<file path="src/rtl/iosc_ctrl_pkg.sv">
// -----------------------------------------------------------------------------
// iosc_ctrl_pkg
// Shared types and helpers for the IO crystal-oscillator controller.
//   iosc_state_e : sequencer state encoding, also driven out on state_o
//   width_of()   : counter width able to hold 0..max_val, never narrower than 1
//   DEF_*        : default build parameters of iosc_ctrl
//   CNT_W/ST_W/RTY_W : counter widths for the default build
// -----------------------------------------------------------------------------
package iosc_ctrl_pkg;

    typedef enum logic [2:0] {
        ST_OFF     = 3'd0,
        ST_START   = 3'd1,
        ST_MEASURE = 3'd2,
        ST_RUN     = 3'd3,
        ST_FAIL    = 3'd4
    } iosc_state_e;

    function automatic int width_of(input int max_val);
        return (max_val < 1) ? 1 : $clog2(max_val + 1);
    endfunction

    localparam int DEF_STARTUP_CYC = 4096;
    localparam int DEF_WIN_CYC     = 256;
    localparam int DEF_MAX_RETRY   = 3;

    localparam int CNT_W = $clog2(DEF_WIN_CYC + 1);
    localparam int ST_W  = $clog2(DEF_STARTUP_CYC + 1);
    localparam int RTY_W = width_of(DEF_MAX_RETRY);

endpackage

</file>
<file path="src/rtl/iosc_sync_edge.sv">
// -----------------------------------------------------------------------------
// iosc_sync_edge
// Multi-flop synchroniser for an asynchronous pad signal followed by a
// rising-edge detector on its last two stages.
//   clk_i   : sampling clock
//   rst_i   : synchronous active-high reset, clears the synchroniser
//   async_i : asynchronous input from the pad
//   rise_o  : one-cycle pulse, last two stages read 0 (older) then 1 (newer)
// -----------------------------------------------------------------------------
module iosc_sync_edge #(
    parameter int SYNC_STAGES = 2
) (
    input  logic clk_i,
    input  logic rst_i,
    input  logic async_i,
    output logic rise_o
);

    // Stage 0 is the metastability-catching flop, stage SYNC_STAGES-1 the oldest.
    logic [SYNC_STAGES-1:0] sync_q;
    logic [SYNC_STAGES-1:0] sync_d;

    always_comb begin
        sync_d = {sync_q[SYNC_STAGES-2:0], async_i};
    end

    // NOTE: sequential state is written with non-blocking assignments so every
    // flop samples the pre-edge value of its neighbour; blocking here would
    // collapse the shift register into a single flop. The chain is reset so a
    // stale 1 cannot fake an edge right after reset.
    always_ff @(posedge clk_i) begin
        if (rst_i) begin
            sync_q <= '0;
        end else begin
            sync_q <= sync_d;
        end
    end

    assign rise_o = sync_q[SYNC_STAGES-2] & ~sync_q[SYNC_STAGES-1];

endmodule

</file>
<file path="src/rtl/iosc_ctrl.sv">
// -----------------------------------------------------------------------------
// iosc_ctrl
// Power-up sequencer and frequency monitor for the IO crystal oscillator pad.
// Releases pad power-down, waits STARTUP_CYC reference cycles, then counts
// oscillator rising edges over back-to-back WIN_CYC windows. A window result
// is judged the cycle after the window closes.
//   clk_i      : always-on reference clock
//   rst_i      : synchronous active-high reset
//   en_i       : level request to run the oscillator
//   clear_i    : one-cycle pulse, leaves FAIL
//   osc_xo_i   : raw asynchronous oscillator output from the pad
//   osc_pd_o   : pad power-down, 1 = oscillator off
//   clk_ok_o   : oscillator qualified and in range
//   lost_o     : one-cycle pulse when an in-range clock drops out of range
//   fail_o     : retries exhausted, held until clear_i or en_i low
//   state_o    : current state encoding (iosc_state_e)
//   edge_cnt_o : edge count of the last completed window
// -----------------------------------------------------------------------------
module iosc_ctrl
    import iosc_ctrl_pkg::*;
#(
    parameter int STARTUP_CYC = DEF_STARTUP_CYC,
    parameter int WIN_CYC     = DEF_WIN_CYC,
    parameter int MIN_EDGES   = 32,
    parameter int MAX_EDGES   = 96,
    parameter int MAX_RETRY   = DEF_MAX_RETRY,
    parameter int SYNC_STAGES = 2
) (
    input  logic                           clk_i,
    input  logic                           rst_i,
    input  logic                           en_i,
    input  logic                           clear_i,
    input  logic                           osc_xo_i,
    output logic                           osc_pd_o,
    output logic                           clk_ok_o,
    output logic                           lost_o,
    output logic                           fail_o,
    output logic [2:0]                     state_o,
    output logic [$clog2(WIN_CYC+1)-1:0]   edge_cnt_o
);

    // Widths follow this instance's parameters rather than the package defaults.
    localparam int EC_W = $clog2(WIN_CYC + 1);
    localparam int SC_W = width_of(STARTUP_CYC);
    localparam int RC_W = width_of(MAX_RETRY);

    localparam logic [SC_W-1:0] ST_LAST   = SC_W'(STARTUP_CYC - 1);
    localparam logic [EC_W-1:0] WIN_LAST  = EC_W'(WIN_CYC - 1);
    localparam logic [EC_W-1:0] WIN_SAT   = EC_W'(WIN_CYC);
    localparam logic [EC_W-1:0] MIN_L     = EC_W'(MIN_EDGES);
    localparam logic [EC_W-1:0] MAX_L     = EC_W'(MAX_EDGES);
    localparam logic [RC_W-1:0] RTY_LIMIT = RC_W'(MAX_RETRY);

    iosc_state_e       state_q,    state_d;
    logic [SC_W-1:0]   st_cnt_q,   st_cnt_d;
    logic [RC_W-1:0]   rty_q,      rty_d;
    logic [EC_W-1:0]   win_pos_q,  win_pos_d;
    logic [EC_W-1:0]   acc_q,      acc_d;
    logic [EC_W-1:0]   res_q,      res_d;
    logic              done_q,     done_d;
    logic [EC_W-1:0]   edge_cnt_q, edge_cnt_d;
    logic              lost_q,     lost_d;

    logic              osc_rise;
    logic [EC_W-1:0]   acc_sum;
    logic              win_active;
    logic              in_range;

    iosc_sync_edge #(
        .SYNC_STAGES (SYNC_STAGES)
    ) u_sync_edge (
        .clk_i   (clk_i),
        .rst_i   (rst_i),
        .async_i (osc_xo_i),
        .rise_o  (osc_rise)
    );

    assign win_active = en_i && ((state_q == ST_MEASURE) || (state_q == ST_RUN));
    assign in_range   = (res_q >= MIN_L) && (res_q <= MAX_L);
    // Saturate at WIN_CYC; the count can never wrap back into the pass range.
    assign acc_sum    = (acc_q == WIN_SAT) ? acc_q : acc_q + EC_W'(osc_rise);

    // NOTE: every signal written in this block gets a default first, so no
    // path leaves one unassigned and no latch is inferred.
    always_comb begin
        state_d    = state_q;
        st_cnt_d   = st_cnt_q;
        rty_d      = rty_q;
        win_pos_d  = '0;
        acc_d      = '0;
        res_d      = res_q;
        done_d     = 1'b0;
        edge_cnt_d = edge_cnt_q;
        lost_d     = 1'b0;

        // Window engine: free-running while measuring or running, so windows
        // follow each other with no gap; otherwise held cleared, which also
        // discards any partial window.
        if (win_active) begin
            if (win_pos_q == WIN_LAST) begin
                res_d  = acc_sum;
                done_d = 1'b1;
            end else begin
                acc_d     = acc_sum;
                win_pos_d = win_pos_q + EC_W'(1);
            end
        end

        // Publish the closed window's count the cycle after it closes.
        if (done_q && ((state_q == ST_MEASURE) || (state_q == ST_RUN))) begin
            edge_cnt_d = res_q;
        end

        if (!en_i) begin
            state_d = ST_OFF;
        end else begin
            unique case (state_q)
                ST_OFF: begin
                    state_d  = ST_START;
                    st_cnt_d = '0;
                    rty_d    = '0;
                end
                ST_START: begin
                    if (st_cnt_q == ST_LAST) begin
                        state_d = ST_MEASURE;
                    end else begin
                        st_cnt_d = st_cnt_q + SC_W'(1);
                    end
                end
                ST_MEASURE: begin
                    if (done_q) begin
                        if (in_range) begin
                            state_d = ST_RUN;
                        end else if (rty_q == RTY_LIMIT) begin
                            state_d = ST_FAIL;
                        end else begin
                            rty_d = rty_q + RC_W'(1);
                        end
                    end
                end
                ST_RUN: begin
                    if (done_q && !in_range) begin
                        state_d = ST_MEASURE;
                        lost_d  = 1'b1;
                        rty_d   = '0;
                    end
                end
                ST_FAIL: begin
                    if (clear_i) begin
                        state_d = ST_OFF;
                    end
                end
                default: begin
                    state_d = ST_OFF;
                end
            endcase
        end
    end

    always_ff @(posedge clk_i) begin
        if (rst_i) begin
            state_q    <= ST_OFF;
            st_cnt_q   <= '0;
            rty_q      <= '0;
            win_pos_q  <= '0;
            acc_q      <= '0;
            res_q      <= '0;
            done_q     <= 1'b0;
            edge_cnt_q <= '0;
            lost_q     <= 1'b0;
        end else begin
            state_q    <= state_d;
            st_cnt_q   <= st_cnt_d;
            rty_q      <= rty_d;
            win_pos_q  <= win_pos_d;
            acc_q      <= acc_d;
            res_q      <= res_d;
            done_q     <= done_d;
            edge_cnt_q <= edge_cnt_d;
            lost_q     <= lost_d;
        end
    end

    assign osc_pd_o   = (state_q == ST_OFF) || (state_q == ST_FAIL);
    assign clk_ok_o   = (state_q == ST_RUN);
    assign fail_o     = (state_q == ST_FAIL);
    assign lost_o     = lost_q;
    assign state_o    = state_q;
    assign edge_cnt_o = edge_cnt_q;

endmodule

</file>
<file path="config.mk">
export PLATFORM = sky130hd
export DESIGN_NAME = iosc_ctrl
export DESIGN_NICKNAME = d
export VERILOG_FILES = /design/src/rtl/iosc_ctrl_pkg.sv /design/src/rtl/iosc_sync_edge.sv /design/src/rtl/iosc_ctrl.sv
export SDC_FILE = /design/constraint.sdc
export NUM_CORES = 1
export LEC_CHECK = 0
export ABC_CLOCK_PERIOD_IN_PS = 2320
export CAP_MARGIN = 10
export CORE_ASPECT_RATIO = 2
export CORE_MARGIN = 8
export CORE_UTILIZATION = 38
export CTS_BUF_LIST = sky130_fd_sc_hd__clkbuf_4 sky130_fd_sc_hd__clkbuf_8 sky130_fd_sc_hd__clkbuf_16
export DETAILED_ROUTE_END_ITERATION = 10
export PLACE_DENSITY_LB_ADDON = 0.2
export SLEW_MARGIN = 15
export SYNTH_ARGS = -nofsm -noshare
export SYNTH_HDL_FRONTEND = slang
export SYNTH_SLANG_ARGS = --single-unit
</file>
<file path="constraint.sdc">
create_clock -name clk_i -period 2.32 [get_ports clk_i]
set_input_delay 0.464 -clock clk_i [delete_from_list [all_inputs] [get_ports clk_i]]
set_output_delay 0.464 -clock clk_i [all_outputs]
set_load 0.01 [all_outputs]
</file>
==> impl_summary.md <==
Die
The total core area is 0.00652 mm2. The floorplan has 42 rows. The die covers 0.00960 mm2. The number of top-level pins is 21. Measured along the x axis, the die boundary spans ~73 um. The vertical die dimension is 131 um.

The initial cell density of the core is 0.384.

GRT
Entering global routing, the biggest net connects 22 pins. The aggregate global routing overflow is 0. The global-route met3 utilization is 0.0459.

For this run, the total global-route usage over all layers was measured as 0.127. The via count of the first global-routing pass was 1971. The number of antenna violations at the first check in global routing was 0. For met1 alone, demand over resource in global routing was 0.134. The first global-routing pass estimated 9.38 mm of wire.

The met2 global-route usage is 0.223. The global routing stage identified its most utilized layer as met2.

Logic synthesis
sky130_fd_sc_hd__dfxtp_1 takes more of the synthesized area than any other cell. The count of yosys warnings during synthesis is 0. Counting flops with an async set or reset pin after synthesis yields a share of 0. The number of synthesized flops with an enable pin is 0. The net count after synthesis is 294. The area share of the largest cell type after synthesis is 0.464.

Averaged over all synthesized cells, the footprint is 8.85 um2. The count of mapped cells out of synthesis is roughly 280. The register bit total from synthesis is 58.

The primary flip-flop cell chosen by synthesis mapping is sky130_fd_sc_hd__dfxtp_1. In the post-synthesis netlist, the biggest area contributors are sky130_fd_sc_hd__dfxtp_1, sky130_fd_sc_hd__nor2_1, sky130_fd_sc_hd__xnor2_1, sky130_fd_sc_hd__mux2i_1, sky130_fd_sc_hd__nand2_1. The sequential area share after synthesis is 0.464. The mapped netlist covers approximately 0.0025 mm2. The distinct cell type count of the synthesized netlist is 36.

Setup path
In this run the critical register-to-register path is captured at res_q[7]$_SDFFE_PP0P_. In this run the worst path has a maximum fanout of 9. The category of the worst setup path capture point is an output port.

The startpoint type of the worst setup path is a flop. Traced cell by cell, the critical path runs through nor2_1, and2_1, clkdlybuf4s50_1. The worst setup path is of the reg -> out kind. The origin of the critical flop-to-flop path is win_pos_q[0]$_SDFF_PP0_. The timing startpoint of the critical path is state_o[1]$_SDFFE_PP0P_. The endpoint required time on the critical path is about 1.9 ns. The critical path's largest stage delay is 0.54 ns. The slowest stage of the critical path is the sky130_fd_sc_hd__clkdlybuf4s50_1 cell.

Data arrives at the worst endpoint at 1.74 ns. The reg-to-reg setup timing slack is 0.33 ns. Measured in cells, the most critical reg-to-reg path has a length of 9. The critical path ends at fail_o.

Clocking
The number of buffers inserted for hold repair after clock tree synthesis is 0. The CTS tree is yes. The number of H-tree levels is 3.

The tree built by TritonCTS fans out to 58 sinks. The clock tree buffer depth is 2. The TritonCTS buffer count is 9. After clock tree synthesis, the setup repair step added 0 buffers.

The quantity of gates resized following cts is 0. The clock-pin slew on the worst setup and hold paths is ~0.05 ns. The clock root buffer is sky130_fd_sc_hd__clkbuf_16. The worst-skew pair later-pin latency is 0.32 ns.

Placement
The count of port buffers added during placement is 20. Routability-driven placement finished with a final weighted congestion of 0.813. The final HPWL from detailed placement is 3.98 mm.

At the placement stage, the worst setup path has a slack of 0.0826 ns. The post-placement cell area is 0.00281 mm2.

Power
The sequential group share of total power is 0.436. The switching power share of the total is 0.210. The share of total power dissipated in the clock network is 0.512. Cell internal power was estimated by the tool at 1840 uW. Of the total power, combinational logic draws 0.052. The maximum vdd ir drop is a little over 0.6 mV.

The total power draw is 2330 uW. The leakage power of the design is 0.00114 uW. In this run the power spent charging and discharging nets is 490 uW. The total power divided by cell area is 755 mW/mm2.

STA
The post-route clock period utilization is 0.950. The transition time of the tightest slew-check pin is 0.569 ns. Setup slack on the critical path of the routed design comes to 0.115 ns. For this run, the top clock speed supported by timing is 454 MHz. The final sum of negative setup slack is 0 ns. The headroom to the max-slew limit is 0.620. The max-slew violation count is 0. On the final layout, the worst hold slack is 0.456 ns. Setup violations remaining at the end of the flow were counted as 0. Setup repair after global routing left no endpoint under its margin. The clock arrives with 0.00789 ns of skew. The clock period could shrink to 2.20 ns. The count of endpoints failing hold in the final timing report was 0.

Drt
The number of DRC markers after the initial detailed-route iteration is 82. After detailed routing, the total wire length is between 5 and 6 mm. Using the TritonRoute via totals, the vias-per-cell ratio works out to 4.95. In this run the remaining antenna-violating nets after routing total 0. The detailed router placed 1985 vias in this run. After detailed routing, the number of remaining DRC violations is 0. In the final routed layout, each cell accounts on average for 13.4 um. The detailed-routing iteration count for the pre-antenna-repair pass is 4.

Finish
The area of all sequential standard cells is between 0.001 and 0.0015 mm2. 0 antenna diodes ended up in the layout. Once layout is done, the placed cells without fillers occupy 0.00309 mm2. The number of filler instances in the final layout is 676. The post-layout net count is 319. The fraction of layout cells with a size suffix above 1 is 0.0831. Relative to the synthesized area, the layout overhead comes to 23.3%. The area of combinational cells with multiple inputs is between 0.001 and 0.0015 mm2.

Status
The flow ran to the end, and the final reports show no timing, DRC or antenna violations.

Hold path
The worst hold path belongs to the class reg -> reg. Along the worst hold path, the cell count comes to 2.

Run
The number of maximum-capacitance violations is 0.
==> critical path, delay by kind of cell (launching register included) <==
| family | cells | cell delay, ns |
|---|---|---|
| buf+inv | 1 | 0.54 |
| flops | 1 | 0.39 |
| simple gates | 2 | 0.49 |
==> through the flow <==
step	util	instances
floorplan	-	283
global placement	0.432	385
detailed placement	0.432	385
CTS	0.474	401
global route	0.474	401
finish	0.474	401
==> kinds of logic after synthesis <==
family | count (synthesis) | synth area share
simple gates | 141 | 0.281
flops | 58 | 0.464
compound gates | 25 | 0.0629
xor+xnor | 24 | 0.0839
buf+inv | 17 | 0.0305
mux | 12 | 0.0480
fa+ha+maj | 6 | 0.0300
==> cell type report <==
cell class,count,share of cell area
clock buffers,13,0.0846
clock inverters,3,0.00486
inverters,4,0.00486
multi-input cells,208,0.412
flip-flops and latches,58,0.376
well taps,88,0.0356
repair buffers,27,0.0818
==> sequential cells by signal, summed over array words and instances, names as in the netlist <==
name / flops
lost_o: 1
res_q: 9
acc_q: 9
rty_q: 2
done_q: 1
state_o: 3
u_sync_edge.sync_q: 2
st_cnt_q: 13
win_pos_q: 9
edge_cnt_o: 9
==> worst min-delay path by stage <==
stage                                        from                 endpoint  slack, ns
after floorplan           win_pos_q[0]$_SDFF_PP0_  win_pos_q[0]$_SDFF_PP0_       0.43
after global placement    win_pos_q[0]$_SDFF_PP0_  win_pos_q[0]$_SDFF_PP0_       0.44
after detailed placement    rty_q[1]$_SDFFE_PP0P_    rty_q[1]$_SDFFE_PP0P_       0.45
after CTS                   rty_q[1]$_SDFFE_PP0P_    rty_q[1]$_SDFFE_PP0P_       0.46
after global routing        rty_q[1]$_SDFFE_PP0P_    rty_q[1]$_SDFFE_PP0P_       0.48
final                       rty_q[1]$_SDFFE_PP0P_    rty_q[1]$_SDFFE_PP0P_       0.46
==> synthesized netlist by cell type (all sizes together), types with 6 or more instances <==
library cell and count:
a211oi 8, nand2 21, dfxtp 58, nor3 7
ha 6, nor4 7, nand3 15, nor2b 7
mux2i 12, a21oi 8, clkbuf 8, nor2 54
xor2 7, xnor2 17
==> power groups by stage <==
stage          Combinational (uW)  Clock [uW]  Sequential (uW)
3_3_place_gp                  120           0             1040
3_5_place_dp                  122           0             1040
2_1_floorplan                71.7           0             1040
6_report                      120        1190             1020
5_1_grt                       133        1270             1020
4_1_cts                       123        1220             1020
==> cell usage in the layout, fill, tap and decap left out, types with 2 or more instances in the layout <==
| cell | synthesis | final |
|---|---|---|
| sky130_fd_sc_hd__inv_1 | 4 | 4 |
| sky130_fd_sc_hd__xor2_1 | 7 | 7 |
| sky130_fd_sc_hd__ha_1 | 6 | 6 |
| sky130_fd_sc_hd__clkdlybuf4s50_1 | 0 | 20 |
| sky130_fd_sc_hd__nand4_1 | 5 | 5 |
| sky130_fd_sc_hd__a21oi_1 | 8 | 8 |
| sky130_fd_sc_hd__xnor2_1 | 17 | 17 |
| sky130_fd_sc_hd__nor3_1 | 7 | 7 |
| sky130_fd_sc_hd__dfxtp_1 | 58 | 58 |
| sky130_fd_sc_hd__and4_1 | 2 | 2 |
| sky130_fd_sc_hd__and3_1 | 5 | 5 |
| sky130_fd_sc_hd__clkbuf_16 | 0 | 9 |
| sky130_fd_sc_hd__clkinv_2 | 0 | 3 |
| sky130_fd_sc_hd__nand4b_1 | 2 | 2 |
| sky130_fd_sc_hd__nor2_1 | 54 | 54 |
| sky130_fd_sc_hd__clkbuf_4 | 0 | 3 |
| sky130_fd_sc_hd__o21ai_0 | 5 | 5 |
| sky130_fd_sc_hd__nor4b_1 | 2 | 2 |
| sky130_fd_sc_hd__or3_1 | 2 | 2 |
| sky130_fd_sc_hd__buf_4 | 0 | 7 |
| sky130_fd_sc_hd__nor4_1 | 6 | 5 |
| sky130_fd_sc_hd__a211oi_1 | 8 | 8 |
| sky130_fd_sc_hd__nor2b_1 | 7 | 7 |
| sky130_fd_sc_hd__nand2_1 | 21 | 21 |
| sky130_fd_sc_hd__mux2i_1 | 12 | 12 |
| sky130_fd_sc_hd__and2_1 | 3 | 3 |
| sky130_fd_sc_hd__nor3b_1 | 4 | 4 |
| sky130_fd_sc_hd__nand3_1 | 15 | 15 |
==> per-layer routing <==
metal | up-vias | share of wire | wire [um]
met1 | 922 | 0.44 | 2370
li1 | 1028 | - | -
met4 | 0 | 0.0091 | 49
met2 | 30 | 0.50 | 2720
met5 | - | 0 | 0
met3 | 5 | 0.046 | 245
No activity file was read; power rests on OpenSTA's default activity.
